--- config.mk ---
export PLATFORM = sky130hd
export DESIGN_NAME = unit_input_tx
export DESIGN_NICKNAME = d
export VERILOG_FILES = /design/src/rtl/unit_input_tx_pkg.sv /design/src/rtl/unit_input_tx.sv
export SDC_FILE = /design/constraint.sdc
export NUM_CORES = 1
export LEC_CHECK = 0
export CAP_MARGIN = 20
export CORE_MARGIN = 1
export CORE_UTILIZATION = 35
export CTS_CLUSTER_DIAMETER = 100
export CTS_CLUSTER_SIZE = 25
export DETAILED_ROUTE_END_ITERATION = 6
export GPL_ROUTABILITY_DRIVEN = 0
export PLACE_DENSITY_LB_ADDON = 0.12
export SETUP_SLACK_MARGIN = 0.4
export SLEW_MARGIN = 40
export SYNTH_ARGS = -nofsm -noshare
export SYNTH_HDL_FRONTEND = slang
export SYNTH_SLANG_ARGS = --single-unit
--- constraint.sdc ---
create_clock -name CLK -period 3.9 [get_ports CLK]
set_input_delay 0.39 -clock CLK [delete_from_list [all_inputs] [get_ports CLK]]
set_output_delay 0.39 -clock CLK [all_outputs]
set_load 0.05 [all_outputs]
--- src/rtl/unit_input_tx_pkg.sv ---
// Shared constants, packet type codes and FSM encoding for the unit input transmitter.
package unit_input_tx_pkg;

  localparam int UNIT_INPUT_WIDTH_DEF = 8;
  localparam int ENTRY_PT_MSB_DEF     = 4;

  localparam logic [2:0] PKT_TYPE_DATA = 3'd0;
  localparam logic [2:0] PKT_TYPE_EP   = 3'd1;

  typedef enum logic [2:0] {
    ST_IDLE   = 3'd0,
    ST_EP_HDR = 3'd1,
    ST_EP_END = 3'd2,
    ST_HDR    = 3'd3,
    ST_DATA   = 3'd4,
    ST_GAP    = 3'd5
  } state_t;

  // Index of the highest set bit; 0 for an input of 0.
  function automatic int msb(input int value);
    int r;
    r = 0;
    for (int i = 0; i < 32; i++) begin
      r = value[i] ? i : r;
    end
    return r;
  endfunction

endpackage

--- src/rtl/unit_input_tx.sv ---
// Serialises 32-bit FIFO words and entry-point requests into narrow header/data/end
// chunk packets for the unit input bus.
module unit_input_tx
  import unit_input_tx_pkg::*;
#(
  parameter int INPUT_WIDTH  = UNIT_INPUT_WIDTH_DEF,
  parameter int RATIO        = 32 / INPUT_WIDTH,
  parameter int ENTRY_PT_MSB = ENTRY_PT_MSB_DEF
) (
  input  logic                    CLK,
  input  logic                    rst,
  input  logic [31:0]             src_data,
  input  logic                    src_last,
  input  logic                    src_empty,
  output logic                    src_rd_en,
  input  logic                    ep_wr_en,
  input  logic [ENTRY_PT_MSB:0]   ep_value,
  output logic                    ep_busy,
  output logic [INPUT_WIDTH-1:0]  out,
  output logic                    out_ctrl,
  output logic                    out_wr_en,
  input  logic                    unit_afull,
  input  logic                    unit_ready
);

  localparam int CW = msb(RATIO - 1) + 1;
  localparam logic [CW-1:0] LAST_IDX = CW'(RATIO - 1);

  state_t                  state_q, state_d;
  logic [CW-1:0]           idx_q, idx_d;
  logic [INPUT_WIDTH-1:0]  out_q, out_d;
  logic                    out_ctrl_q, out_ctrl_d;
  logic                    out_wr_en_q, out_wr_en_d;
  logic                    src_rd_en_q, src_rd_en_d;
  logic                    ep_pending_q, ep_pending_d;
  logic [ENTRY_PT_MSB:0]   ep_val_q, ep_val_d;

  logic data_fire_s;
  logic last_chunk_s;

  // The FIFO head is stale while a pop is in flight, so no chunk goes out that cycle.
  assign data_fire_s  = !unit_afull && !src_empty && !src_rd_en_q;
  assign last_chunk_s = (idx_q == LAST_IDX);

  assign out       = out_q;
  assign out_ctrl  = out_ctrl_q;
  assign out_wr_en = out_wr_en_q;
  assign src_rd_en = src_rd_en_q;
  assign ep_busy   = ep_pending_q;

  always_ff @(posedge CLK) begin
    if (rst) begin
      state_q      <= ST_IDLE;
      idx_q        <= '0;
      out_q        <= '0;
      out_ctrl_q   <= 1'b0;
      out_wr_en_q  <= 1'b0;
      src_rd_en_q  <= 1'b0;
      ep_pending_q <= 1'b0;
      ep_val_q     <= '0;
    end else begin
      state_q      <= state_d;
      idx_q        <= idx_d;
      out_q        <= out_d;
      out_ctrl_q   <= out_ctrl_d;
      out_wr_en_q  <= out_wr_en_d;
      src_rd_en_q  <= src_rd_en_d;
      ep_pending_q <= ep_pending_d;
      ep_val_q     <= ep_val_d;
    end
  end

  always_comb begin
    state_d = state_q;
    case (state_q)
      ST_IDLE: begin
        if (ep_pending_q && unit_ready) begin
          state_d = ST_EP_HDR;
        end else if (!src_empty && unit_ready && !ep_pending_q) begin
          state_d = ST_HDR;
        end else begin
          state_d = ST_IDLE;
        end
      end
      ST_EP_HDR: state_d = ST_EP_END;
      ST_EP_END: state_d = ST_GAP;
      ST_HDR:    state_d = ST_DATA;
      ST_DATA: begin
        if (data_fire_s && last_chunk_s && src_last) begin
          state_d = ST_GAP;
        end else begin
          state_d = ST_DATA;
        end
      end
      ST_GAP:  state_d = ST_IDLE;
      default: state_d = ST_IDLE;
    endcase
  end

  always_comb begin
    out_d        = '0;
    out_ctrl_d   = 1'b0;
    out_wr_en_d  = 1'b0;
    src_rd_en_d  = 1'b0;
    idx_d        = idx_q;
    ep_pending_d = ep_pending_q;
    ep_val_d     = ep_val_q;

    if (ep_wr_en && !ep_pending_q) begin
      ep_pending_d = 1'b1;
      ep_val_d     = ep_value;
    end else begin
      ep_val_d     = ep_val_q;
    end

    case (state_q)
      ST_EP_HDR: begin
        out_wr_en_d                 = 1'b1;
        out_ctrl_d                  = 1'b1;
        out_d[2:0]                  = PKT_TYPE_EP;
        out_d[ENTRY_PT_MSB+3:3]     = ep_val_q;
      end
      ST_EP_END: begin
        out_wr_en_d  = 1'b1;
        out_ctrl_d   = 1'b1;
        ep_pending_d = 1'b0;
      end
      ST_HDR: begin
        out_wr_en_d = 1'b1;
        out_ctrl_d  = 1'b1;
        out_d[2:0]  = PKT_TYPE_DATA;
        idx_d       = '0;
      end
      ST_DATA: begin
        if (data_fire_s) begin
          out_wr_en_d = 1'b1;
          out_d       = src_data[int'(idx_q)*INPUT_WIDTH +: INPUT_WIDTH];
          if (last_chunk_s) begin
            idx_d       = '0;
            src_rd_en_d = 1'b1;
            out_ctrl_d  = src_last;
          end else begin
            idx_d       = idx_q + CW'(1);
          end
        end else begin
          idx_d = idx_q;
        end
      end
      default: begin
        idx_d = idx_q;
      end
    endcase
  end

endmodule
### Word-level counts from Yosys, hierarchy flattened

Index checks and enable logic that the tools add are counted.

| cells by class | value |
|---|---|
| multiplexer cells | 16 |
| bitwise operators | 2 |
| reduce and logical (&&, ||, !) cells | 18 |
| equality and inequality tests | 6 |
| shift operators | 1 |
| add/sub/neg operators | 1 |

Operators with widths:

| cell | number |
|---|---|
| indexed part select 32 x 6 -> 8 bit | 1 |
| case mux 3 bit (5 select lines) | 1 |
| case mux 5 bit (2 select lines) | 1 |
| logical AND 1 bit | 8 |
| two-way mux 2 bit | 4 |
| two-way mux 8 bit | 1 |
| == test 3 x 2 -> 1 bit (second input constant) | 2 |
| case mux 3 bit (2 select lines) | 1 |
| OR reduction 3 bit | 2 |
| two-way mux 1 bit | 5 |
| logical NOT 1 bit | 4 |
| case mux 1 bit (2 select lines) | 2 |
| case mux 2 bit (2 select lines) | 1 |
| == test 3 x 1 -> 1 bit (second input constant) | 1 |
| == test 3 bit (second input constant) | 1 |
| logical NOT 3 bit | 1 |
| adder 2 x 1 -> 2 bit (second input constant) | 1 |
| == test 2 bit (second input constant) | 1 |
| inequality test 2 bit (second input constant) | 1 |
| inverter 1 bit | 2 |
| AND reduction 2 bit | 1 |
| nonzero test 2 bit | 1 |
| OR reduction 2 bit | 1 |

| word-level totals | value |
|---|---|
| bits of input ports | 44 |
| output and inout bits | 12 |
| flip-flop bits (word level) | 22 |

### Logic depth before layout (Yosys ltp)

| depth | value |
|---|---|
| depth in word-level cells | 7 |
| gate-level depth with buffers | 5 |

### Worst setup path after synthesis

No wires, ideal clock.

| timing path | value |
|---|---|
| kind | register -> register |
| start | register state_q[2] |
| end | register idx_q[0] |
| slack | 2014 ps |
| arrival | 1816 ps |
| data required time | 3829 ps |
| stages on the path, launching flop included | 6 |
| path buffers | 1 |
| library setup time | 71 ps |
| clock period less this slack | 1886 ps |
| cell sequence | dfxtp_1 or3b_1 or4_1 buf_2 or4_1 a21oi_1 |

| on the way | value |
|---|---|
| cells in the longest elaborated chain, start to end | 3 |

RTL lines:

| element | line | text |
|---|---|---|
| from (decl) | unit_input_tx.sv:29 | `state_t state_q, state_d;` |
| from (signal assigned) | unit_input_tx.sv:62 | `state_q <= state_d;` |
| == test 3 bit / == test 3 x 2 -> 1 bit (equally long branches) | unit_input_tx.sv:116 | `case (state_q)` |
| inequality test 2 bit (no source line) / nonzero test 2 bit (equally long branches) | n/a |  |
| AND reduction 2 bit (no source line) | n/a |  |
| to (signal assigned) | unit_input_tx.sv:63 | `idx_q <= idx_d;` |
| to (decl) | unit_input_tx.sv:30 | `logic [CW-1:0] idx_q, idx_d;` |

Parallel ways exist; a longest one is shown, timed or not.
A chain may end at the register's enable or synchronous reset.

### Final worst setup path

| timing path | value |
|---|---|
| start | register state_q[2] |
| end | register out_q[7], in the netlist out[7] |

| on the way | value |
|---|---|
| cells in the longest elaborated chain, start to end | 2 |

RTL lines:

| element | line | text |
|---|---|---|
| == test 3 bit / == test 3 x 1 -> 1 bit (equally long branches) | unit_input_tx.sv:116 |  |
| case mux 5 bit (2 select lines) * | unit_input_tx.sv:116 |  |
| to (signal assigned) | unit_input_tx.sv:64 | `out_q <= out_d;` |
| to (decl) | unit_input_tx.sv:31 | `logic [INPUT_WIDTH-1:0] out_q, out_d;` |

Every way passes the cells marked *; elsewhere a longest branch is shown, timed or not.

==> flow_results.org <==
** Logic synthesis
- Synth Net Count :: approximately 130
- Summed over its instances, the top area cell type makes up 45.2% of the synthesized netlist area.
- Number of distinct standard cells referenced by the synthesized netlist :: 28
- Mapped cell area :: 975 sq um
- Post-synthesis average cell area :: 11.2 sq um
- For this run, the number of Yosys warnings is 0.
- After technology mapping, the gate count stands at 87.
- Ranking of synthesized cells by area :: sky130_fd_sc_hd__dfxtp_1 45%, sky130_fd_sc_hd__mux4_2 18%, sky130_fd_sc_hd__mux2i_1 5.1%, sky130_fd_sc_hd__a22o_1 4.5%, sky130_fd_sc_hd__a21oi_1 3.6%
- The biggest area contributor in the post-synthesis netlist is sky130_fd_sc_hd__dfxtp_1.
- Summing the sequential cell areas from Yosys gives a little under half of the chip area.
- Synthesis-stage register bit count :: 22

** GRT
- Global routing finished with a remaining overflow of 0.
- The first global-routing pass estimated between 3000 and 4000 microns of wire.
- Pin count of the biggest net entering global routing :: 17
- The initial antenna violation count is 0.
- Global routing consumed, over all layers together, roughly 16% of the routing resources.
- The via count of the first global-routing pass is 796.

** Place
- Half-perimeter wire length after placement :: approximately 1900 microns
- At the placement stage, the worst setup path has a slack of between 1.5 and 2 ns.
- Number of input and output port buffers inserted :: 55

** Floorplanning
- Row generation in the floorplan step produced 18 rows.
- The die is 54.8 microns wide.
- The floorplan step defined a core boundary enclosing roughly 2500 sq um.
- Area of the die :: 3000 sq um
- Starting Density :: about two fifths
- For this design the top-level I/O count stands at 56.
- The die is ~55 microns tall.

** CTS
- Post-CTS Hold Fix Bufs :: 0
- Clock tree root buffer cell :: sky130_fd_sc_hd__clkbuf_4
- TritonCTS Buffers :: 3
- Number of setup buffers added after CTS :: 0
- For this design, the sink count on the clock tree is 22.
- CTS built an H-tree with a depth of 1.
- TritonCTS built the clock tree.
- No sink is reached through more buffers than the 2 on the longest clock path.
- In this run, post-CTS repair resized a total of 0 instances.
- Clock latency on the worst-skew pair, taken at its later pin, is around 0.3 ns.
- Clock-pin transition on the worst setup and hold timing paths :: approximately 0.12 ns

** Setup path
- The worst setup path is captured at a flip-flop.
- The largest single stage delay on the critical path is 0.54 ns.
- The signal on the critical path passes through or3b_1 -> or4_1 -> nor2_1 -> a22o_1.
- CP Data Arrival Time :: between 2 and 2.5 ns
- For the worst setup path, the data required time is ~4.2 ns.
- The slowest stage of the critical path belongs to the cell sky130_fd_sc_hd__or4_1.
- STA classifies the critical path startpoint as a flip-flop.
- Along the worst path, the maximum fanout reaches 8.
- The worst setup path is of the flip-flop to flip-flop kind.

** Cells and area
- The top cell types in the final layout, fill and taps aside, are 55 x sky130_fd_sc_hd__clkdlybuf4s50_1, 22 x sky130_fd_sc_hd__dfxtp_1, 9 x sky130_fd_sc_hd__nor2_1.
- The post-route netlist has 10.0% of its cells at a drive strength greater than 1.
- Storage cell area :: 440 sq um
- The repair_antennas step left the layout with diodes totalling 0.
- Nets@finish :: about 190
- After filler insertion, the fill cell instance count of the layout stands at between 200 and 250.
- The library cell used most frequently in the layout, excluding fill and tap cells, is sky130_fd_sc_hd__clkdlybuf4s50_1.
- Summing all multi-input logic gate instances after layout gives between 500 and 600 sq um.
- Area added between synthesis and finish :: 63.9%

** Timing
- The worst path uses around 55% of the clock period.
- The smallest clock period supported by the final layout is computed as about 2.1 ns.
- The worst pin sits at a relative slew slack of a little under three fifths.
- Setup slack closes at around 1.8 ns.
- Largest clock skew in the final design :: a little under 0.007 ns
- Slew of the pin with the lowest slew margin :: ~0.65 ns
- On the final layout, the worst hold slack is 0.481 ns.
- Setup total negative slack on the finished layout was measured at 0 ns.
- Setup repair after global routing left no endpoint under its margin.
- Final-report setup violation count :: 0
- Final max-slew violation count :: 0
- Endpoints failing hold :: 0
- Achievable clock frequency :: between 0.4 and 0.5 GHz

** Power and ir drop
- Sequential power share :: around 47%
- Final Total Pwr :: around 0.52 mW
- Switching power :: between 0.1 and 0.15 mW
- Clock network fraction of total power :: 32.5%
- The internal power of the cells totals 0.405 mW.
- For this design the static power due to leakage is 0.580 nW.
- Net switching is ~22% of the power.
- Combinational cells account for 20.4% of the total power.
- VDD sags by at most roughly 0.00025 V.
- For this design the ratio of total power to cell area is about 330 nW/um^2.

** Worst hold path
- Hold Crit Class :: flip-flop to flip-flop

** Job
- Across the run, the number of max-cap violations was 0.

** Route
- Count of routing violations after the opening detailed-route iteration :: 6
- Total vias in the final route :: ~850
- The first detailed-routing pass ran for 4 iterations.
- Total wire length after detailed routing :: between 2000 and 2500 microns
- In the final routed layout, each cell accounts on average for around 14 microns.
- After detailed routing, the number of remaining DRC violations is 0.
- Using the TritonRoute via totals, the vias-per-cell ratio works out to 5.01.
- Final antenna-violating net count :: 0

** Outcome
- The flow ran to the end, and the final reports show no timing, DRC or antenna violations.
stage by stage:
step | instance area, sq um | util (%) | instances
6_report | 1600 | 62.8 | 170
4_1_cts | 1600 | 62.8 | 170
3_5_place_dp | 1550 | 60.7 | 166
3_3_place_gp | 1540 | 60.5 | 166
2_1_floorplan | 975 | - | 87
5_1_grt | 1600 | 62.8 | 170
metal layers:
| metal | GRT usage (%) | share of wire, % | up-vias |
|---|---|---|---|
| li1 | - | - | 435 |
| met1 | 19.5 | 42 | 387 |
| met2 | 27.5 | 51 | 27 |
| met3 | 4.44 | 6.3 | 2 |
| met4 | 3.85 | 0.64 | 0 |
| met5 | 0 | 0 | - |
power by group through the flow:
stage               Clock, mW  Combinational [mW]  Sequential [mW]
floorplan                   0              0.0323            0.265
global placement            0               0.105            0.250
detailed placement          0               0.107            0.250
CTS                     0.174               0.108            0.245
global route            0.183               0.115            0.247
finish                  0.169               0.106            0.245
final cells by class:
| class | count | share of cell area [%] |
|---|---|---|
| multi-input combinational | 58 | 32.1 |
| timing repair buffer | 55 | 34.5 |
| clock buffer | 3 | 1.41 |
| inverter | 1 | 0.235 |
| tap | 30 | 2.35 |
| sequential | 22 | 27.6 |
| clock inverter | 1 | 1.88 |
sequential cells by signal (all words and copies together) (netlist names):
register   flops
ep_busy        1
ep_val_q       5
out_ctrl       1
out_wr_en      1
state_q        3
idx_q          2
src_rd_en      1
out            8
synth_stat cells, drive strengths merged:
cell / instances
or2: 2
ha: 1
nor4: 1
a21o: 1
nand3: 2
mux2i: 5
or3b: 1
a22o: 5
nand3b: 1
a221oi: 1
nor2: 9
nor2b: 1
nor4b: 1
dfxtp: 22
a21oi: 7
mux4: 8
nand2: 1
nor3b: 1
and2: 2
nor3: 1
or3: 2
buf: 3
clkbuf: 3
nand2b: 3
inv: 1
or4: 2
worst max-delay path: cells and delay by family, from the launching register on:
family,cells,cell delay (ns)
simple gates,3,1.41
flops,1,0.46
compound gates,1,0.22
path summary, 6_finish.rpt:
| path | from | endpoint | slack (ns) | depth (start not counted) |
|---|---|---|---|---|
| setup / recovery | state_q[2] | out[7] | 1.76 | 4 |
| hold / removal | ep_val_q[4] | out[7] | 0.48 | 1 |
| setup reg to reg | state_q[2] | out[7] | 1.76 | 4 |
| hold reg to reg | ep_val_q[4] | out[7] | 0.48 | 1 |
cells by family (layout without fill, tap and decap cells):
group                      after synthesis  after routing  share of synthesized area, %
buffers and inverters                    7             60                          2.82
and+or+nand+nor                         30             30                          17.3
adders and majority gates                1              1                          1.28
AOI/OAI and AO/OA                       14             14                          9.76
DFF                                     22             22                          45.2
muxes                                   13             13                          23.6
No activity file was read; power rests on OpenSTA's default activity.
